$ cat src/rtl/vtpvic_pkg.sv
// Shared definitions for the vectored interrupt controller:
// CSR addresses, FSM state encoding and a ceiling-log2 helper.
package vtpvic_pkg;

  localparam logic [1:0] ADR_MASK = 2'd0;
  localparam logic [1:0] ADR_PEND = 2'd1;
  localparam logic [1:0] ADR_EDGE = 2'd2;
  localparam logic [1:0] ADR_STAT = 2'd3;

  typedef enum logic [1:0] {
    ST_IDLE = 2'd0,
    ST_REQ  = 2'd1,
    ST_ACK  = 2'd2,
    ST_HOLD = 2'd3
  } state_t;

  // Smallest r such that 2**r >= v.
  function automatic int log2c(input int v);
    int r;
    r = 0;
    for (int i = 0; i < 31; i++) begin
      if ((1 << i) < v) r = i + 1;
    end
    return r;
  endfunction

endpackage

$ cat src/rtl/vtpvic_prio.sv
// Lowest-index-wins priority encoder: index of the first set request and
// a flag telling whether any request is set at all.
module vtpvic_prio #(
  parameter int N  = 8,
  parameter int IW = 3
) (
  input  logic [N-1:0]  req,
  output logic [IW-1:0] idx,
  output logic          any
);

  // Scan from the top down so the lowest set index is the last one written.
  always_comb begin
    idx = '0;
    any = |req;
    for (int i = N - 1; i >= 0; i--) begin
      if (req[i]) idx = IW'(i);
    end
  end

endmodule

$ cat src/rtl/vtpvic.sv
// Vectored interrupt controller: N maskable level/edge request lines,
// fixed priority arbitration, vector delivery on a Wishbone interrupt
// acknowledge cycle, unaddressed-read passthrough and a small CSR port.
module vtpvic
  import vtpvic_pkg::*;
#(
  parameter int           N     = 8,
  parameter logic [N-1:0] EMODE = '0
) (
  input  logic            wb_clk_i,
  input  logic            wb_rst_i,
  output logic            wb_irq_o,
  output logic [15:0]     wb_dat_o,
  input  logic            wb_stb_i,
  output logic            wb_ack_o,
  input  logic            wb_una_i,
  input  logic [15:0]     rsel,
  input  logic [N*16-1:0] ivec,
  input  logic [N-1:0]    ireq,
  output logic [N-1:0]    iack,
  input  logic            csr_stb_i,
  input  logic            csr_we_i,
  input  logic [1:0]      csr_adr_i,
  input  logic [15:0]     csr_dat_i,
  output logic [15:0]     csr_dat_o,
  output logic            csr_ack_o
);

  localparam int IW = (N > 1) ? log2c(N) : 1;

  logic [N-1:0]  mask, emode, pend, pend_nx, ireq_q, hist;
  logic [N-1:0]  eff, rise, clr, w1c;
  logic [IW-1:0] nvec, nvec_nx, win;
  logic          any, deliver, una_hit, csr_go, csr_wr;
  logic [15:0]   csr_rd;
  logic          csr_unused;
  state_t        state, state_nx;

  assign eff        = pend & mask;
  assign una_hit    = wb_stb_i & wb_una_i & ~wb_ack_o;
  assign csr_go     = csr_stb_i & ~csr_ack_o;
  assign csr_wr     = csr_go & csr_we_i;
  assign wb_irq_o   = (state == ST_REQ);
  assign csr_unused = ^csr_dat_i;

  vtpvic_prio #(.N(N), .IW(IW)) u_prio (
    .req (eff),
    .idx (win),
    .any (any)
  );

  // Pending update: level lines track ireq, edge lines latch a rising edge
  // of the registered request and clear on iack or CSR write-1 (set wins).
  always_comb begin
    w1c     = (csr_wr && csr_adr_i == ADR_PEND) ? csr_dat_i[N-1:0] : '0;
    rise    = ireq_q & ~hist;
    clr     = (iack | w1c) & emode;
    pend_nx = (emode & (rise | (pend & ~clr))) | (~emode & ireq);
  end

  // Next-state logic; nvec tracks the winner until a vector strobe freezes it.
  always_comb begin
    state_nx = state;
    nvec_nx  = nvec;
    deliver  = 1'b0;
    case (state)
      ST_IDLE: begin
        nvec_nx = win;
        if (any) state_nx = ST_REQ;
      end
      ST_REQ: begin
        if (wb_stb_i) begin
          if (!wb_una_i) begin
            state_nx = ST_ACK;
            deliver  = 1'b1;
          end
        end else begin
          nvec_nx = win;
          if (!any) state_nx = ST_IDLE;
        end
      end
      ST_ACK:  state_nx = ST_HOLD;
      ST_HOLD: if (!wb_stb_i) state_nx = ST_IDLE;
      default: state_nx = ST_IDLE;
    endcase
  end

  // State, arbitration and request-history registers.
  always_ff @(posedge wb_clk_i or posedge wb_rst_i) begin
    if (wb_rst_i) begin
      state  <= ST_IDLE;
      nvec   <= '0;
      pend   <= '0;
      ireq_q <= '0;
      hist   <= '0;
    end else begin
      state  <= state_nx;
      nvec   <= nvec_nx;
      pend   <= pend_nx;
      ireq_q <= ireq;
      hist   <= ireq_q;
    end
  end

  // Bus acknowledge: one-cycle vector delivery or unaddressed-read data.
  always_ff @(posedge wb_clk_i or posedge wb_rst_i) begin
    if (wb_rst_i) begin
      wb_ack_o <= 1'b0;
      wb_dat_o <= '0;
      iack     <= '0;
    end else begin
      wb_ack_o <= deliver | una_hit;
      iack     <= deliver ? (N'(1) << nvec) : '0;
      if (deliver)      wb_dat_o <= ivec[int'(nvec) * 16 +: 16];
      else if (una_hit) wb_dat_o <= rsel;
    end
  end

  // CSR read multiplexer; bits at or above N read as zero.
  always_comb begin
    csr_rd = '0;
    case (csr_adr_i)
      ADR_MASK: csr_rd = 16'(mask);
      ADR_PEND: csr_rd = 16'(pend);
      ADR_EDGE: csr_rd = 16'(emode);
      ADR_STAT: csr_rd = {wb_irq_o, any, 10'b0, 4'(nvec)};
      default:  csr_rd = '0;
    endcase
  end

  // CSR registers, registered read data and single-pulse acknowledge.
  always_ff @(posedge wb_clk_i or posedge wb_rst_i) begin
    if (wb_rst_i) begin
      mask      <= '1;
      emode     <= EMODE;
      csr_ack_o <= 1'b0;
      csr_dat_o <= '0;
    end else begin
      csr_ack_o <= csr_go;
      if (csr_go) csr_dat_o <= csr_rd;
      if (csr_wr && csr_adr_i == ADR_MASK) mask  <= csr_dat_i[N-1:0];
      if (csr_wr && csr_adr_i == ADR_EDGE) emode <= csr_dat_i[N-1:0];
    end
  end

endmodule

$ cat config.mk
export PLATFORM = sky130hd
export DESIGN_NAME = vtpvic
export DESIGN_NICKNAME = d
export VERILOG_FILES = /design/src/rtl/vtpvic_pkg.sv /design/src/rtl/vtpvic_prio.sv /design/src/rtl/vtpvic.sv
export SDC_FILE = /design/constraint.sdc
export NUM_CORES = 1
export LEC_CHECK = 0
export BUFFER_PORTS_ARGS = -buffer_cell sky130_fd_sc_hd__buf_2
export CAP_MARGIN = 20
export CORE_MARGIN = 2
export CORE_UTILIZATION = 42
export CTS_CLUSTER_DIAMETER = 40
export DETAILED_ROUTE_END_ITERATION = 8
export PLACE_DENSITY_LB_ADDON = 0.2
export SYNTH_ARGS = -nofsm -noshare
export SYNTH_HDL_FRONTEND = slang
export SYNTH_SLANG_ARGS = --single-unit
$ cat constraint.sdc
create_clock -name wb_clk_i -period 2.4 [get_ports wb_clk_i]
set_input_delay 0.48 -clock wb_clk_i [delete_from_list [all_inputs] [get_ports wb_clk_i]]
set_output_delay 0.48 -clock wb_clk_i [all_outputs]
set_load 0.01 [all_outputs]
==> results.toml <==
[sta]
hold_viol = 0
grt_setup_unrepaired = "no"
finalCritPeriodShare_pct = 85.4
max_slew_margin_pct = 62.4
worst_pin_slew_ns = 0.564
setup_viol_count_final = 0
max_freq_ghz = 0.488
drv_slew = 0
whs_ns = 0.209
min_period_ns = 2.05
fin_skew_ns = 0.0113
finalSetupTns_ns = 0

[synthesis]
synth_enable_flop_cells = 0
postSynthCellCount = 382
netlist_area_um2 = 4440
synth_flop_cell = "dfrtp_1"
yosys_register_bits = 81
yosys.area.top_type_share_pct = 41.1
synthArstFlopShare_pct = 100
ys_seq_area_share_pct = 45.9
avgSynthCellArea_um2 = 11.6
yosys_warnings = 0
synth_cell_types = 38
synthTopCellsByArea = "dfrtp_1 (41%), mux4_2 (18%), dfstp_2 (4.7%)"
yosysTopAreaCell = "dfrtp_1"

[global_route]
grt.busiest_layer = "met2"
grt_max_degree = 82
grt_pass1_wl_mm = 20.1
met1_usage_pct = 31.0
grt_pass1_vias = 3890
globalRouteMet3Util_pct = 5.71
met2_usage_pct = 37.6
grt_use_total_pct = 23.4
grt_antenna_before_repair = 2
grt-ovfl-total = 0

[critical_path]
cp-end-kind = "flop"
worstReg2RegEnd = "wb_dat_o[10]"
r2r_cells = 5
reg2reg_slack_ns = 0.35
crit_path_end = "wb_dat_o[10]"
critPathLaunchType = "flop"
crit_fanout = 21
crit_type = "flop to flop"
critPathRequiredTime_ns = 2.63
arrival_ns = 2.28
setup.worst_path.start = "nvec[0]"
r2r_start = "nvec[0]"

[power_and_ir_drop]
power.total_mw = 5.37
p_leak_nw = 2.78
power_density_nw_per_um2 = 918
irDropWorstVdd_mv = 0.538

[die]
die_w_um = 107
start_util_pct = 43.2
rows = 37
die_h_um = 107
placeableCoreArea_um2 = 10300
dieArea_um2 = 11400
io_pins = 219

[route]
avgRoutedWirePerCell_um = 17.7
postRouteAntennaNets = 0
drt_iter0_markers = 255
finalWirelength_mm = 12.9
drc_errors = 0
firstDrtPassIters = 4
vias = 3835
vias_per_cell = 5.28

[cells_and_area]
nNetsFinal = 759
fin_area_um2 = 5850
area_delta_synth_final_pct = 31.8
final_layout_size_suffix_gt1_share_pct = 50.2
fillers = 939

[placement]
portBuffers = 204
place_area_um2 = 5600
place_congestion = 0.882
dp.final_hpwl_mm = 10.3

[clock_tree]
cts-hold-fix-buffers = 0
clockBufferDepth = 2
cts_tree = "done"
post_cts_resized = 0
cts_inserted_buffers = 9
clk_latency_ns = 0.36
ctsRootBufferMaster = "clkbuf_8"
clock-sinks = 81
htreeDepth = 3
clk_pin_slew_ns = 0.08
cts_setup_buffers = 0

[run]
cap_violations = 0

[run_status]
status = "completed"

[min_path]
min_path_type = "primary input to asynchronous set/reset pin"
[synth_stat cells, types with 8 or more instances]
library cell and n:
nand2b_1 13, nor2_1 33, nand3_1 9, dfstp_2 8
clkbuf_1 14, a211oi_1 15, nand3b_1 10, mux4_2 35
dfrtp_1 73, nand2_1 44, o31ai_1 19, nor2b_1 20
a31oi_1 9, mux2_2 16
[per-layer routing]
layer,routed length [um],vias up
li1,-,1812
met1,5460,1840
met2,6240,160
met3,873,21
met4,293,2
met5,13,-
[stage by stage]
stage               util, %  instances  setup WS [ns]
floorplan                 -        387          0.759
global placement       54.5        708          0.399
detailed placement     54.5        708          0.382
CTS                    56.9        724          0.364
global route           56.9        725          0.241
finish                 56.9        726          0.350
[registers in the layout, summed over array words and instances (netlist names), named ones only]
register,cells
hist,8
pend,8
state,1
wb_ack_o,1
csr_ack_o,1
emode,8
nvec,3
csr_dat_o,10
ireq_q,8
iack,8
wb_dat_o,16
mask,8
[worst min path at each step]
stage | end | slack [ns] | cells past startpoint
6_report | iack[2] | 0.21 | 3
2_1_floorplan | hist[0] | 0.35 | 0
5_1_grt | ireq_q[2] | 0.23 | 1
3_3_place_gp | hist[3] | 0.36 | 0
4_1_cts | ireq_q[2] | 0.22 | 1
3_5_place_dp | hist[6] | 0.36 | 0
[logic make-up (layout without fill, tap and decap cells)]
family                 after synthesis  count (layout)  synth area share (%)
muxes                               56              56                  22.9
buffers and inverters               35             236                  4.45
DFF                                 81              81                  45.9
AOI/OAI and AO/OA                   67              67                  10.5
other                                1               8                0.0845
and+or+nand+nor                    142             142                  16.2
[worst max-delay path: stages, from the launching register on]
cell	delay, ns
dfrtp_2	0.48
buf_12	0.23
mux4_2	0.51
nor2b_1	0.14
a211oi_1	0.42
o31ai_1	0.13
[layout make-up]
class                      instances  area, um^2  area share, %
antenna                            2        5.00         0.0855
clock buffer                      10         128           2.18
clock inverter                     6         115           1.97
inverter                           4        18.8          0.321
multi-input combinational        271        2230           38.1
sequential                        81        2040           34.8
tap                              136         170           2.91
timing repair buffer             216        1150           19.6
[cells in the final DEF, fill, tap and decap left out, drive strengths merged, types with 2 or more instances in the layout]
cell type,n
a211oi,16
a21oi,7
a22o,2
a31oi,9
a32oi,2
and3b,3
buf,216
bufinv,3
clkbuf,10
clkinvlp,2
conb,6
dfrtp,73
dfstp,8
diode,2
inv,4
mux2,16
mux2i,5
mux4,35
nand2,44
nand2b,13
nand3,9
nand3b,10
nor2,33
nor2b,20
nor3,4
nor3b,3
o21ai,8
o31ai,19
[where the power goes]
| group | switching, mW | total [mW] | internal, mW |
|---|---|---|---|
| logic | 1.06 | 2.21 | 1.15 |
| registers | 0.247 | 1.95 | 1.71 |
| clock network | 0.506 | 1.20 | 0.697 |
| total | 1.82 | 5.37 | 3.55 |
Note: power is estimated with default switching activity, not from simulation.
